`config.mk`:
```
export PLATFORM = sky130hd
export DESIGN_NAME = mem_port_arbiter
export DESIGN_NICKNAME = d
export VERILOG_FILES = /design/src/rtl/mem_port_arbiter.sv
export SDC_FILE = /design/constraint.sdc
export NUM_CORES = 1
export LEC_CHECK = 0
export ABC_AREA = 1
export BUFFER_PORTS_ARGS = -buffer_cell sky130_fd_sc_hd__buf_2
export CAP_MARGIN = 20
export CORE_ASPECT_RATIO = 2
export CORE_MARGIN = 8
export CORE_UTILIZATION = 48
export DETAILED_ROUTE_END_ITERATION = 8
export PLACE_DENSITY = 0.84
export SYNTH_ARGS = -nofsm -noshare
export SYNTH_HDL_FRONTEND = slang
export SYNTH_SLANG_ARGS = --single-unit
```
`constraint.sdc`:
```
create_clock -name clk -period 1.53 [get_ports clk]
set_input_delay 0.0765 -clock clk [delete_from_list [all_inputs] [get_ports clk]]
set_output_delay 0.0765 -clock clk [all_outputs]
set_load 0.01 [all_outputs]
```
`src/rtl/mem_port_arbiter.sv`:
```
// Two-port arbiter (core / loader) in front of a single fixed-latency 8-bit memory; ARB_STATS_EN adds per-port ack counters.
// Latency: request seen in IDLE at T0 -> mem_en T1, rdata sampled T1+MEM_LAT, ack T1+MEM_LAT+1; accesses spaced MEM_LAT+3.
// Backpressure: req/ack handshake, requests held until ack; loader wins after STARVE_MAX consecutive lost arbitrations.
module mem_port_arbiter #(
  parameter int AW         = 8,
  parameter int DW         = 8,
  parameter int MEM_LAT    = 1,
  parameter int STARVE_MAX = 3
) (
  input  logic          clk,
  input  logic          clr,
  input  logic          cpu_req,
  input  logic          cpu_rw,
  input  logic [AW-1:0] cpu_addr,
  input  logic [DW-1:0] cpu_wdata,
  output logic          cpu_ack,
  output logic [DW-1:0] cpu_rdata,
  input  logic          ldr_req,
  input  logic          ldr_rw,
  input  logic [AW-1:0] ldr_addr,
  input  logic [DW-1:0] ldr_wdata,
  output logic          ldr_ack,
  output logic [DW-1:0] ldr_rdata,
  output logic          mem_en,
  output logic          mem_rw,
  output logic [AW-1:0] mem_addr,
  output logic [DW-1:0] mem_wdata,
  input  logic [DW-1:0] mem_rdata,
  output logic          arb_busy,
  output logic          arb_owner
`ifdef ARB_STATS_EN
  ,
  output logic [15:0]   stat_cpu_cnt,
  output logic [15:0]   stat_ldr_cnt
`endif
);

  localparam int CW = (MEM_LAT < 2) ? 1 : $clog2(MEM_LAT + 1);
  localparam int SW = (STARVE_MAX < 2) ? 1 : $clog2(STARVE_MAX + 1);

  typedef enum logic [1:0] {IDLE, ISSUE, WAIT, ACK} state_t;

  state_t          state_q, state_d;
  logic [CW-1:0]   lat_q, lat_d;
  logic [SW-1:0]   starve_q, starve_d;
  logic            owner_q, owner_d;
  logic            busy_q, busy_d;
  logic            mem_en_q, mem_en_d;
  logic            mem_rw_q, mem_rw_d;
  logic [AW-1:0]   mem_addr_q, mem_addr_d;
  logic [DW-1:0]   mem_wdata_q, mem_wdata_d;
  logic            cpu_ack_q, cpu_ack_d;
  logic            ldr_ack_q, ldr_ack_d;
  logic [DW-1:0]   cpu_rdata_q, cpu_rdata_d;
  logic [DW-1:0]   ldr_rdata_q, ldr_rdata_d;
  logic            grant_ldr;

  // Next-state and next-output logic; every output is computed here one cycle ahead and registered.
  always_comb begin
    state_d     = state_q;
    lat_d       = lat_q;
    starve_d    = starve_q;
    owner_d     = owner_q;
    busy_d      = busy_q;
    mem_en_d    = 1'b0;
    mem_rw_d    = mem_rw_q;
    mem_addr_d  = mem_addr_q;
    mem_wdata_d = mem_wdata_q;
    cpu_ack_d   = 1'b0;
    ldr_ack_d   = 1'b0;
    cpu_rdata_d = cpu_rdata_q;
    ldr_rdata_d = ldr_rdata_q;
    // Loader wins when alone, or when it has already lost STARVE_MAX times in a row.
    grant_ldr   = ldr_req && (!cpu_req || (starve_q == SW'(STARVE_MAX)));
    case (state_q)
      IDLE: begin
        if (cpu_req || ldr_req) begin
          owner_d     = grant_ldr;
          mem_rw_d    = grant_ldr ? ldr_rw    : cpu_rw;
          mem_addr_d  = grant_ldr ? ldr_addr  : cpu_addr;
          mem_wdata_d = grant_ldr ? ldr_wdata : cpu_wdata;
          mem_en_d    = 1'b1;
          busy_d      = 1'b1;
          state_d     = ISSUE;
          if (grant_ldr) begin
            starve_d = '0;
          end else if (ldr_req && (starve_q != SW'(STARVE_MAX))) begin
            starve_d = starve_q + SW'(1);
          end
        end
      end
      ISSUE: begin
        lat_d   = CW'(MEM_LAT);
        state_d = WAIT;
      end
      WAIT: begin
        if (lat_q == CW'(1)) begin
          // Memory data is valid this cycle; writes leave the owner's rdata untouched.
          if (!mem_rw_q) begin
            if (owner_q) ldr_rdata_d = mem_rdata;
            else         cpu_rdata_d = mem_rdata;
          end
          ldr_ack_d = owner_q;
          cpu_ack_d = !owner_q;
          state_d   = ACK;
        end else begin
          lat_d = lat_q - CW'(1);
        end
      end
      ACK: begin
        busy_d  = 1'b0;
        state_d = IDLE;
      end
      default: state_d = IDLE;
    endcase
  end

  // State and registered outputs; reset aborts any access in flight without an ack.
  always_ff @(posedge clk or negedge clr) begin
    if (!clr) begin
      state_q     <= IDLE;
      lat_q       <= '0;
      starve_q    <= '0;
      owner_q     <= 1'b0;
      busy_q      <= 1'b0;
      mem_en_q    <= 1'b0;
      mem_rw_q    <= 1'b0;
      mem_addr_q  <= '0;
      mem_wdata_q <= '0;
      cpu_ack_q   <= 1'b0;
      ldr_ack_q   <= 1'b0;
      cpu_rdata_q <= '0;
      ldr_rdata_q <= '0;
    end else begin
      state_q     <= state_d;
      lat_q       <= lat_d;
      starve_q    <= starve_d;
      owner_q     <= owner_d;
      busy_q      <= busy_d;
      mem_en_q    <= mem_en_d;
      mem_rw_q    <= mem_rw_d;
      mem_addr_q  <= mem_addr_d;
      mem_wdata_q <= mem_wdata_d;
      cpu_ack_q   <= cpu_ack_d;
      ldr_ack_q   <= ldr_ack_d;
      cpu_rdata_q <= cpu_rdata_d;
      ldr_rdata_q <= ldr_rdata_d;
    end
  end

  assign cpu_ack   = cpu_ack_q;
  assign ldr_ack   = ldr_ack_q;
  assign cpu_rdata = cpu_rdata_q;
  assign ldr_rdata = ldr_rdata_q;
  assign mem_en    = mem_en_q;
  assign mem_rw    = mem_rw_q;
  assign mem_addr  = mem_addr_q;
  assign mem_wdata = mem_wdata_q;
  assign arb_busy  = busy_q;
  assign arb_owner = owner_q;

`ifdef ARB_STATS_EN
  logic [15:0] stat_cpu_q, stat_ldr_q;

  // Saturating count of completed accesses per port, stepping together with the ack it counts.
  always_ff @(posedge clk or negedge clr) begin
    if (!clr) begin
      stat_cpu_q <= '0;
      stat_ldr_q <= '0;
    end else begin
      if (cpu_ack_d && (stat_cpu_q != 16'hFFFF)) stat_cpu_q <= stat_cpu_q + 16'd1;
      if (ldr_ack_d && (stat_ldr_q != 16'hFFFF)) stat_ldr_q <= stat_ldr_q + 16'd1;
    end
  end

  assign stat_cpu_cnt = stat_cpu_q;
  assign stat_ldr_cnt = stat_ldr_q;
`endif

endmodule
```
* Yosys cells after proc, flatten, opt, wreduce, memory -nomap -nowiden
Index checks and enable logic that the tools add are counted.
** Storage, ports and cells
- Register bits after elaboration :: 43
- Latch bits :: 0
- Memory bits (writable) :: 0
- Memory bits (read-only) :: 0
- Bits of input ports :: 46
- Output and inout port bits :: 38
- Logic and storage cells :: 58
- Memories :: 0
** Operators by class
- Add/subtract/negate cells :: 2
- $mul :: 0
- Divide/modulo/power cells :: 0
- $lt $le $gt $ge :: 0
- Equal/unequal tests :: 7
- Shifts and indexed selects :: 0
- Mux-type cells :: 18
- Bitwise operators :: 2
- Reductions and logical operators :: 16
** Operator list (count)
- two-way mux 8 bit :: 2
- two-way mux 1 bit :: 9
- two-way mux 2 bit :: 4
- one-hot mux 2 bit (4 select lines) :: 1
- AND reduction 4 bit :: 2
- == test 2 bit (second input constant) :: 3
- inequality test 2 bit (second input constant) :: 3
- AND reduction 2 bit :: 3
- nonzero test 2 bit :: 3
- one-hot mux 1 bit (2 select lines) :: 2
- AND reduction 3 bit :: 1
- adder 2 x 1 -> 2 bit (second input constant) :: 1
- == test 2 x 1 -> 1 bit (second input constant) :: 1
- logical AND 1 bit :: 2
- zero test 1 bit :: 2
- zero test 2 bit :: 1
- logical OR 1 bit :: 2
- NOT 1 bit :: 2
- subtractor 1 bit (second input constant) :: 1

* Longest topological paths before layout
Gate-level depths: netlist of run 1.
- Word-level depth :: 5
- Mapped depth :: 8
- Gate-level depth less buffers :: 7

* Worst setup path before layout of run 1
No wires, ideal clock.
- Kind :: register to register
- Start :: reg state_q[0]
- End :: reg ldr_rdata_q[6], in the netlist ldr_rdata[6]
- Setup time :: 0.121 ns
- Arrival time :: 1.175 ns
- Required time :: 1.409 ns
- Path slack :: 0.234 ns
- Cell stages (with the launch flop) :: 9
- Buffers on the path :: 1
- Clock period less this slack :: 1.296 ns
- Cell sequence :: dfrtp_1 inv_1 ha_1 nand2_1 inv_1 nand2_2 buf_2 nand2_1 o21ai_1
** On the way
- Word-level cells in the longest chain between the ends :: 2
** Ends and longest elaborated chain
- start: declaration :: line 43 : state_t state_q, state_d;
- start signal: assignment :: line 135 : state_q <= state_d;
- == test 2 bit :: line 75 : case (state_q)
- AND reduction 4 bit (no source line)
- end signal: assignment :: line 147 : ldr_rdata_q <= ldr_rdata_d;
- end: declaration :: line 55 : logic [DW-1:0] ldr_rdata_q, ldr_rdata_d;
No other way between the ends.
A chain may end at the register's enable or synchronous reset.

* Worst setup path after layout of run 1
- Start :: reg state_q[0]
- End :: reg cpu_rdata_q[1], in the netlist cpu_rdata[1]
** On the way
- Word-level cells in the longest chain between the ends :: 2
** Ends and longest elaborated chain
- == test 2 bit :: line 75
- AND reduction 4 bit (no source line)
- end signal: assignment :: line 146 : cpu_rdata_q <= cpu_rdata_d;
- end: declaration :: line 54 : logic [DW-1:0] cpu_rdata_q, cpu_rdata_d;
No other way between the ends.

==> results of run 1 <==
what timing repair did:
action	CTS	global route
resized for setup	0	1
endpoints found under the setup margin	0	21
hold buffers	1	0
hold endpoints to repair	43	0
synth_stat cells:
| cell type | n | share of area |
|---|---|---|
| buf_2 | 4 | 0.0097 |
| buf_6 | 5 | 0.027 |
| clkinv_1 | 1 | 0.0018 |
| dfrtp_1 | 43 | 0.52 |
| ha_1 | 5 | 0.030 |
| inv_1 | 51 | 0.093 |
| inv_2 | 1 | 0.0018 |
| nand2_1 | 82 | 0.15 |
| nand2_2 | 2 | 0.0060 |
| nand2_4 | 2 | 0.011 |
| nand3_1 | 36 | 0.087 |
| nor2_1 | 6 | 0.011 |
| o21ai_0 | 9 | 0.022 |
| o21ai_1 | 11 | 0.027 |
| o21ai_2 | 1 | 0.0042 |
routing by layer:
layer / vias up / global-route usage / part of all wire
met1: 863 / 0.166 / 0.42
met5: - / 0 / 0
met3: 8 / 0.0566 / 0.075
met4: 0 / 0.0722 / 0.018
met2: 71 / 0.250 / 0.49
li1: 952 / - / -
layout make-up:
cell class / count / area, um^2 / share of cell area
repair buffers: 87 / 448 / 0.172
clock inverters: 3 / 15.0 / 0.00577
clock buffers: 5 / 68.8 / 0.0265
inverters: 53 / 199 / 0.0765
flip-flops and latches: 43 / 1080 / 0.414
multi-input cells: 154 / 726 / 0.279
well taps: 54 / 67.6 / 0.0260
kinds of logic after synthesis:
kind of cell             after synthesis
adder cells (fa/ha/maj)                5
AO/OA/AOI/OAI                         21
AND/OR/NAND/NOR                      128
flip-flops                            43
buffers and inverters                 62
registers in the layout, indices dropped and copies added, names as in the netlist:
register / flops
mem_en: 1
ldr_ack: 1
mem_rw: 1
ldr_rdata: 8
cpu_ack: 1
arb_busy: 1
mem_addr: 8
lat_q: 1
mem_wdata: 8
state_q: 2
starve_q: 2
cpu_rdata: 8
arb_owner: 1
final timing paths:
path	cells after the start	endpoint	from	slack (ps)
worst max-delay path	6	cpu_rdata[1]$_DFFE_PN0P_	state_q[0]$_DFFE_PN0P_	90
worst min-delay path	3	ldr_rdata[0]$_DFFE_PN0P_	mem_rdata[0]	30
worst max register to register	6	cpu_rdata[1]$_DFFE_PN0P_	state_q[0]$_DFFE_PN0P_	90
worst min register to register	2	lat_q$_DFFE_PN0P_	lat_q$_DFFE_PN0P_	480
max in group asynchronous	3	cpu_rdata[6]$_DFFE_PN0P_	clr	800
min in group asynchronous	3	mem_wdata[4]$_DFFE_PN0P_	clr	380
worst max-delay path, delay by kind of cell (launching register included):
kind / cells / cell delay, ps
AOI/OAI and AO/OA: 1 / 230
adders and majority gates: 1 / 200
buffers and inverters: 2 / 220
DFF: 1 / 410
and+or+nand+nor: 2 / 280
per-stage QoR:
stage                     TNS [ps]  hold slack (ps)  total power, uW  instances  utilization
final                            0             31.3             4710        399        0.611
after global routing          -701             22.4             5150        399        0.611
after CTS                        0             20.7             4780        399        0.609
after detailed placement         0              173             4070        390        0.587
after global placement           0              172             3970        390        0.587
after floorplan                  0             -219             3250        259            -
placed cells by master (no fill, tap or decap), drive strengths merged:
| master | n |
|---|---|
| ha | 5 |
| nand2 | 86 |
| o21ai | 21 |
| inv | 52 |
| dlygate4sd3 | 1 |
| nand3 | 36 |
| dfrtp | 43 |
| buf | 86 |
| clkbuf | 5 |
| clkinv | 4 |
| nor2 | 6 |
power breakdown:
part,switching (uW),internal [uW],leakage [uW]
Combinational,1240,807,0.00103
Clock,376,312,0.0000477
Sequential,293,1680,0.000526
==> flow_summary.yaml, run 1 <==
run_status:
  status: "finished, final reports clean"
route:
  antenna_left: 0
  drt_first_pass_iters: 4
  post-route-drc-count: 0
  via_count: 1894
  routedWlPerCell_um: 12.2
  drt-initial-drc-count: 61
  vias_per_cell: 4.75
  routed_wl_um: 4870
timing:
  timing.final.crit_share: 0.939
  worst_slack_ps: 92.7
  finalMaxSlewViolations: 0
  max_freq_mhz: 696
  worst_pin_slew_ps: 517
  setup_viol: 0
  hold_viol_final: 0
  skew_ps: 5.26
  relSlewSlack: 0.655
  finalCriticalPeriod_ps: 1440
  rsz0062_at_grt: "yes"
power_and_ir_drop:
  p_leak_uw: 0.00161
  vdd_drop_max_mv: 0.971
  p_per_area_nw_per_um2: 1810
global_routing:
  antenna_found_initial: 0
  grt_pass1_wl_um: 8540
  grt_max_degree: 44
  grt-ovfl-total: 0
  gr-usage-all-layers: 0.150
  grt_pass1_vias: 1986
cts:
  clk-insertion-delay-late_ps: 290
  htree_num_levels: 2
  cts_tree: "done"
  cts-root-buf: "clkbuf_8"
  ctsLongestPathBuffers: 2
  clk_pin_slew_ps: 80
  clock_sink_count: 43
  post_cts_buffers: 0
  numCtsBuffers: 5
cells_and_area:
  nets: 395
  areaGrowthSynthToFinish_pct: 25.7
  num_antenna_cells: 0
  fill_cells: 386
  final_area_um2: 2600
  drive_gt1_frac: 0.290
flow_run:
  max_cap_violations: 0
worst_setup_path:
  crit_type: "reg2reg"
  crit_required_ps: 1730
  startpoint_type: "flip-flop"
  crit_chain: "inv_1 -> ha_1 -> nand2_1 -> inv_1 -> nand2_2 -> o21ai_0"
  cpMostUsedCell: "inv_1"
  slowest_delay_ps: 410
  slowest_stage: "dfrtp_1"
  path_max_fanout: 16
  cp.arrival_ps: 1640
  cp-end-kind: "flip-flop"
die:
  die_h_um: 109
  floorplan.initialDensity: 0.486
  rows: 34
  die_area_um2: 6790
  fp.dieW_um: 62.4
  coreArea_um2: 4250
  io_pins: 84
synthesis:
  synth_compound_gate_area_share: 0.0526
  yosys.area_share.simple: 0.264
  syn_inst: 259
  seq_area_frac_synth: 0.520
  synth-seq-cells: 43
  synth_area_per_cell_um2: 7.99
  synth_top_family_by_area: "simple AND/OR/NAND/NOR gates"
  synth.net_count: 310
  yosys_warnings: 0
  synth_fa_ha_area_frac: 0.0302
  synth-xor-area-share: 0
  netlist_area_um2: 2070
  muxShareOfSynthArea: 0
  ys_types: 15
place:
  hpwl_um: 3730
  placed_area_um2: 2500
  place_congestion: 0.796
  port_buffers: 83
  pre_cts_slack_ps: 80.2
worst_hold_path:
  worstHoldPathType: "in2reg"
(Power assumes the default switching activity.)
==> run 2: changes to the inputs <==
Settings changed: CORE_UTILIZATION 48 to 50, PLACE_DENSITY 0.84 to 0.86.
Clock period 1.53 ns to 1.7 ns, I/O delays scaled along.
==> run 2 against run 1 <==
Net effect: first-iteration DRC count grew 30%; largest power group unchanged; sequential power is 10% lower; clock-buffer cell count is 3 higher; final cell count shrank 0.50%; clock power rose by 2%; combinational power fell by 10%; fmax increased by 2.5%; die area decreased by 3.2%; total power is 8.5% lower; design area grew 0.67%.
==> flow_summary.yaml, run 2 (synthesis results as in run 1) <==
run_status:
  status: "finished, final reports clean"
power_and_ir_drop:
  p_per_area_nw_per_um2: 1650
  vdd_drop_max_mv: 0.965
  p_leak_uw: 0.00162
timing:
  worst_pin_slew_ps: 328
  finalSetupTns_ps: 0
  rsz0062_at_grt: "no"
  finalMaxSlewViolations: 0
  hold-worst-slack_ps: 50.6
  hold_viol_final: 0
  skew_ps: 9.15
  setup_viol: 0
  relSlewSlack: 0.781
  finalCriticalPeriod_ps: 1400
  timing.final.crit_share: 0.825
  max_freq_mhz: 713
die:
  die_area_um2: 6580
  floorplan.initialDensity: 0.511
  rows: 33
  fp.dieW_um: 61.5
  coreArea_um2: 4050
  io_pins: 84
  die_h_um: 107
route:
  vias_per_cell: 4.74
  drt-initial-drc-count: 79
  via_count: 1881
  routedWlPerCell_um: 12.8
  antenna_left: 0
  routed_wl_um: 5090
  post-route-drc-count: 0
  drt_first_pass_iters: 4
global_routing:
  grt_pass1_wl_um: 8220
  antenna_found_initial: 0
  grt_use_met2: 0.303
  met1_usage: 0.151
  grt_pass1_vias: 1968
  gr-usage-all-layers: 0.162
  grt_max_degree: 43
  busiest_layer: "met2"
  grt-ovfl-total: 0
  met3_usage: 0.0348
cts:
  cts-root-buf: "clkbuf_8"
  numCtsBuffers: 5
  post_cts_buffers: 0
  clk-insertion-delay-late_ps: 300
  clk_pin_slew_ps: 80
  ctsResizeCount: 0
  ctsLongestPathBuffers: 2
  clock_sink_count: 43
  cts_tree: "done"
  htree_num_levels: 2
worst_setup_path:
  crit_type: "reg2reg"
  path_max_fanout: 18
  cp-end-kind: "flip-flop"
  slowest_delay_ps: 400
  crit_chain: "inv_1 -> ha_1 -> o21ai_2 -> inv_2 -> nand3_1 -> nand2_1"
  slowest_stage: "dfrtp_1"
  crit_required_ps: 1930
  r2r_slack_ps: 300
  crit_family: "flip-flops"
  crit_buf_inv: 2
  cp.arrival_ps: 1640
  startpoint_type: "flip-flop"
place:
  hpwl_um: 3920
  place_congestion: 0.847
  port_buffers: 83
cells_and_area:
  layout_commonest_cell: "buf_2"
  layout_common_cells: "83 x buf_2, 82 x nand2_1, 51 x inv_1, 43 x dfrtp_1, 36 x nand3_1"
  drive_gt1_frac: 0.287
  areaGrowthSynthToFinish_pct: 26.6
  nets: 395
  num_antenna_cells: 0
worst_hold_path:
  worstHoldPathType: "in2reg"
flow_run:
  max_cap_violations: 0
[run 2: worst paths after layout]
path / from / endpoint / cells after the start
worst max-delay path: state_q[0]$_DFFE_PN0P_ / mem_addr[6]$_DFFE_PN0P_ / 6
worst min-delay path: mem_rdata[7] / ldr_rdata[7]$_DFFE_PN0P_ / 3
worst max register to register: state_q[0]$_DFFE_PN0P_ / mem_addr[6]$_DFFE_PN0P_ / 6
worst min register to register: mem_wdata[7]$_DFFE_PN0P_ / mem_wdata[7]$_DFFE_PN0P_ / 2
max in group asynchronous: clr / cpu_rdata[6]$_DFFE_PN0P_ / 3
min in group asynchronous: clr / mem_wdata[2]$_DFFE_PN0P_ / 2
[run 2: through the flow]
step	instances	setup WS [ps]	power (uW)	utilization	cell area (um^2)
6_report	397	298	4310	0.647	2620
2_1_floorplan	259	404	2920	-	2070
5_1_grt	397	137	4690	0.647	2620
3_5_place_dp	388	311	3650	0.620	2510
3_3_place_gp	388	330	3580	0.620	2510
4_1_cts	397	289	4370	0.647	2620
[run 2: report_power, final]
group	internal, uW	total (uW)	switching (uW)
clock network	371	705	334
logic	717	1830	1110
registers	1520	1780	263
total	2600	4310	1710
[run 2: what timing repair did]
item,4_1_cts,5_1_grt
hold buffers,1,0
endpoints found under the hold margin,43,0
setup endpoints to repair,0,0
[run 2: worst min-delay path, cell delays in order]
cell,delay [ps]
buf_2,90
inv_1,50
o21ai_1,60
[run 2: layout make-up]
type | count | area (um^2)
sequential | 43 | 1080
tap | 52 | 65.1
clock buffer | 8 | 100
inverter | 53 | 199
fill | 390 | 1430
timing repair buffer | 87 | 460
multi-input combinational | 154 | 717
[run 2: layer usage]
metal  vias up  routed length, um
li1        948                  -
met2        72               2840
met5         -                  0
met3        10                378
met1       851               1750
met4         0                126
==> run 3: changes to the inputs <==
Settings changed: ABC_AREA 1 to 0, CORE_UTILIZATION 50 to 47, PLACE_DENSITY 0.86 to 0.83.
Clock period 1.7 ns to 1.3 ns, I/O delays scaled along.
==> run 3 against run 2 <==
Net effect: the run now ends with setup timing left; design area up 5.4%; flip-flop and latch count unchanged; final cell count fell by 19%; clock skew shrank 1.8 ps; combinational power grew 70%; worst hold slack worse by 42 ps; synthesized cell count is 35% lower; first-iteration DRC count is 32% lower; sequential power grew 32%; critical path type unchanged.
==> flow_summary.yaml, run 3 <==
route:
  post-route-drc-count: 0
  via_count: 1749
  vias_per_cell: 5.41
  routedWlPerCell_um: 17.3
  routed_wl_um: 5600
  drt_first_pass_iters: 4
  drt-initial-drc-count: 54
  antenna_left: 0
synthesis:
  synth-xor-area-share: 0
  synth-edff-count: 0
  yosysMostFrequentCell: "dfrtp_1"
  synth.net_count: 220
  synth_top_family_by_area: "compound AO/OA/AOI/OAI gates"
  synthTopCellsByCount: "43 x dfrtp_1, 19 x nor2_1, 18 x nand3_1"
  ys.flop_type: "dfrtp_1"
  synth_compound_gate_area_share: 0.123
  synth_area_leaders: "dfrtp_1 56%, mux2_4 6.2%, mux2_2 5.9%"
  synth_area_per_cell_um2: 11.4
  yosys_warnings: 0
  ys_types: 26
  muxShareOfSynthArea: 0.121
  synth_fa_ha_area_frac: 0.0325
  yosys.area_share.simple: 0.122
  synth.top_cell.area_share: 0.560
  synth-seq-cells: 43
  netlist_area_um2: 1920
  async_reset_ff_frac: 1.00
  syn_inst: 169
  synth_top_cell_by_area: "dfrtp_1"
  seq_area_frac_synth: 0.560
die:
  die_area_um2: 6520
  floorplan.initialDensity: 0.480
  fp.dieW_um: 61.2
  rows: 33
  die_h_um: 106
  io_pins: 84
  coreArea_um2: 4010
worst_setup_path:
  crit_type: "reg2reg"
  crit_chain: "inv_2 -> ha_4 -> nand2_4 -> nor3_4 -> buf_12 -> mux2_2"
  crit_buf_inv: 2
  crit_family: "flip-flops"
  slowest_stage: "dfrtp_1"
  cp.arrival_ps: 1660
  startpoint_type: "flip-flop"
  cp-end-kind: "flip-flop"
  path_max_fanout: 8
  crit_required_ps: 1490
  slowest_delay_ps: 410
place:
  placed_area_um2: 2500
  pre_cts_slack_ps: -239
  hpwl_um: 3850
  port_buffers: 83
  place_congestion: 0.741
power_and_ir_drop:
  pwr-share-clk: 0.162
  switchingPower_uw: 2300
  vdd_drop_max_mv: 1.38
  p_per_area_nw_per_um2: 2360
  p_leak_uw: 0.00135
  internal_power_uw: 4220
  power_frac_comb: 0.477
  switching_share: 0.353
  pwr-share-seq: 0.361
global_routing:
  grt_max_degree: 20
  antenna_found_initial: 0
  grt_pass1_wl_um: 8910
  grt_pass1_vias: 1897
  gr-usage-all-layers: 0.179
  grt-ovfl-total: 0
timing:
  hold_viol_final: 0
  worst_pin_slew_ps: 441
  max_freq_mhz: 679
  skew_ps: 7.34
  finalSetupTns_ps: -3870
  worst_slack_ps: -172
  finalMaxSlewViolations: 0
  rsz0062_at_grt: "yes"
  finalCriticalPeriod_ps: 1470
  setup_viol: 35
  relSlewSlack: 0.706
  timing.final.crit_share: 1.13
run_status:
  violations: "setup timing"
  status: "finished, violations left"
cts:
  clk-insertion-delay-late_ps: 300
  cts_tree: "done"
  cts-root-buf: "clkbuf_8"
  numCtsBuffers: 5
  clk_pin_slew_ps: 80
  clock_sink_count: 43
  htree_num_levels: 2
  ctsLongestPathBuffers: 2
cells_and_area:
  areaGrowthSynthToFinish_pct: 43.4
  nets: 321
  layout_commonest_cell: "buf_2"
  layout_common_cells: "83 x buf_2, 43 x dfrtp_1, 19 x nor2_1, 18 x nand3_1"
  drive_gt1_frac: 0.524
  final_area_um2: 2760
  num_antenna_cells: 0
flow_run:
  max_cap_violations: 0
worst_hold_path:
  worstHoldPathType: "in2reg"
run 3: cell count changes after synthesis, moves of 13 or more:
cell / change
nand3_1: -18
nor2_1: +13
nand2_1: -80
inv_1: -45
a31oi_1: +17
run 3: cell type report:
type / instances / area [um^2]
clock buffers: 5 / 68.8
multi-input cells: 111 / 845
well taps: 52 / 65.1
repair buffers: 103 / 637
fillers: 310 / 1250
inverters: 6 / 22.5
flip-flops and latches: 43 / 1080
clock inverters: 3 / 43.8
run 3: final timing paths:
kind,from,end,slack [ps],depth (start not counted)
max,state_q[0]$_DFFE_PN0P_,cpu_rdata[6]$_DFFE_PN0P_,-170,6
min,mem_rdata[6],ldr_rdata[6]$_DFFE_PN0P_,9,2
max reg2reg,state_q[0]$_DFFE_PN0P_,cpu_rdata[6]$_DFFE_PN0P_,-170,6
min reg2reg,cpu_rdata[7]$_DFFE_PN0P_,cpu_rdata[7]$_DFFE_PN0P_,510,1
max in group asynchronous,clr,cpu_ack$_DFF_PN0_,540,3
min in group asynchronous,clr,mem_addr[2]$_DFFE_PN0P_,180,2
run 3: cells by family (layout without fill, tap and decap cells):
group	count (synthesis)	in the layout
simple gates	46	48
flops	43	43
compound gates	40	40
mux	18	18
buf+inv	17	117
fa+ha+maj	5	5
run 3: per-layer routing:
metal  global-route usage  wire length [um]  vias up
met3               0.0810               722       13
met1                0.201              2110      828
met4               0.0756               121        0
met2                0.279              2650      106
met5                    0                 0        -
li1                     -                 -      802
run 3: metrics by stage:
stage	hold WS, ps	cells	utilization	power, uW
after floorplan	-231	169	-	3980
after global placement	-20.8	305	0.624	4990
after detailed placement	-14.9	305	0.624	5130
after CTS	2.76	321	0.684	6500
after global routing	3.19	323	0.689	6890
final	8.91	323	0.689	6510
run 3: timing repair:
item                       in CTS  in global routing
pin swaps                       1                  1
hold endpoints to repair       24                  1
hold buffers                    1                  1
gates cloned                    3                  0
setup buffers                   4                  1
setup endpoints to repair      38                 37
gates resized for setup        10                  1
run 3: power groups by stage:
stage	Sequential [uW]	Clock, uW	Combinational, uW
after floorplan	2640	0	1330
after global placement	2330	0	2660
after detailed placement	2370	0	2760
after CTS	2350	1060	3090
after global routing	2430	1110	3350
final	2350	1050	3110
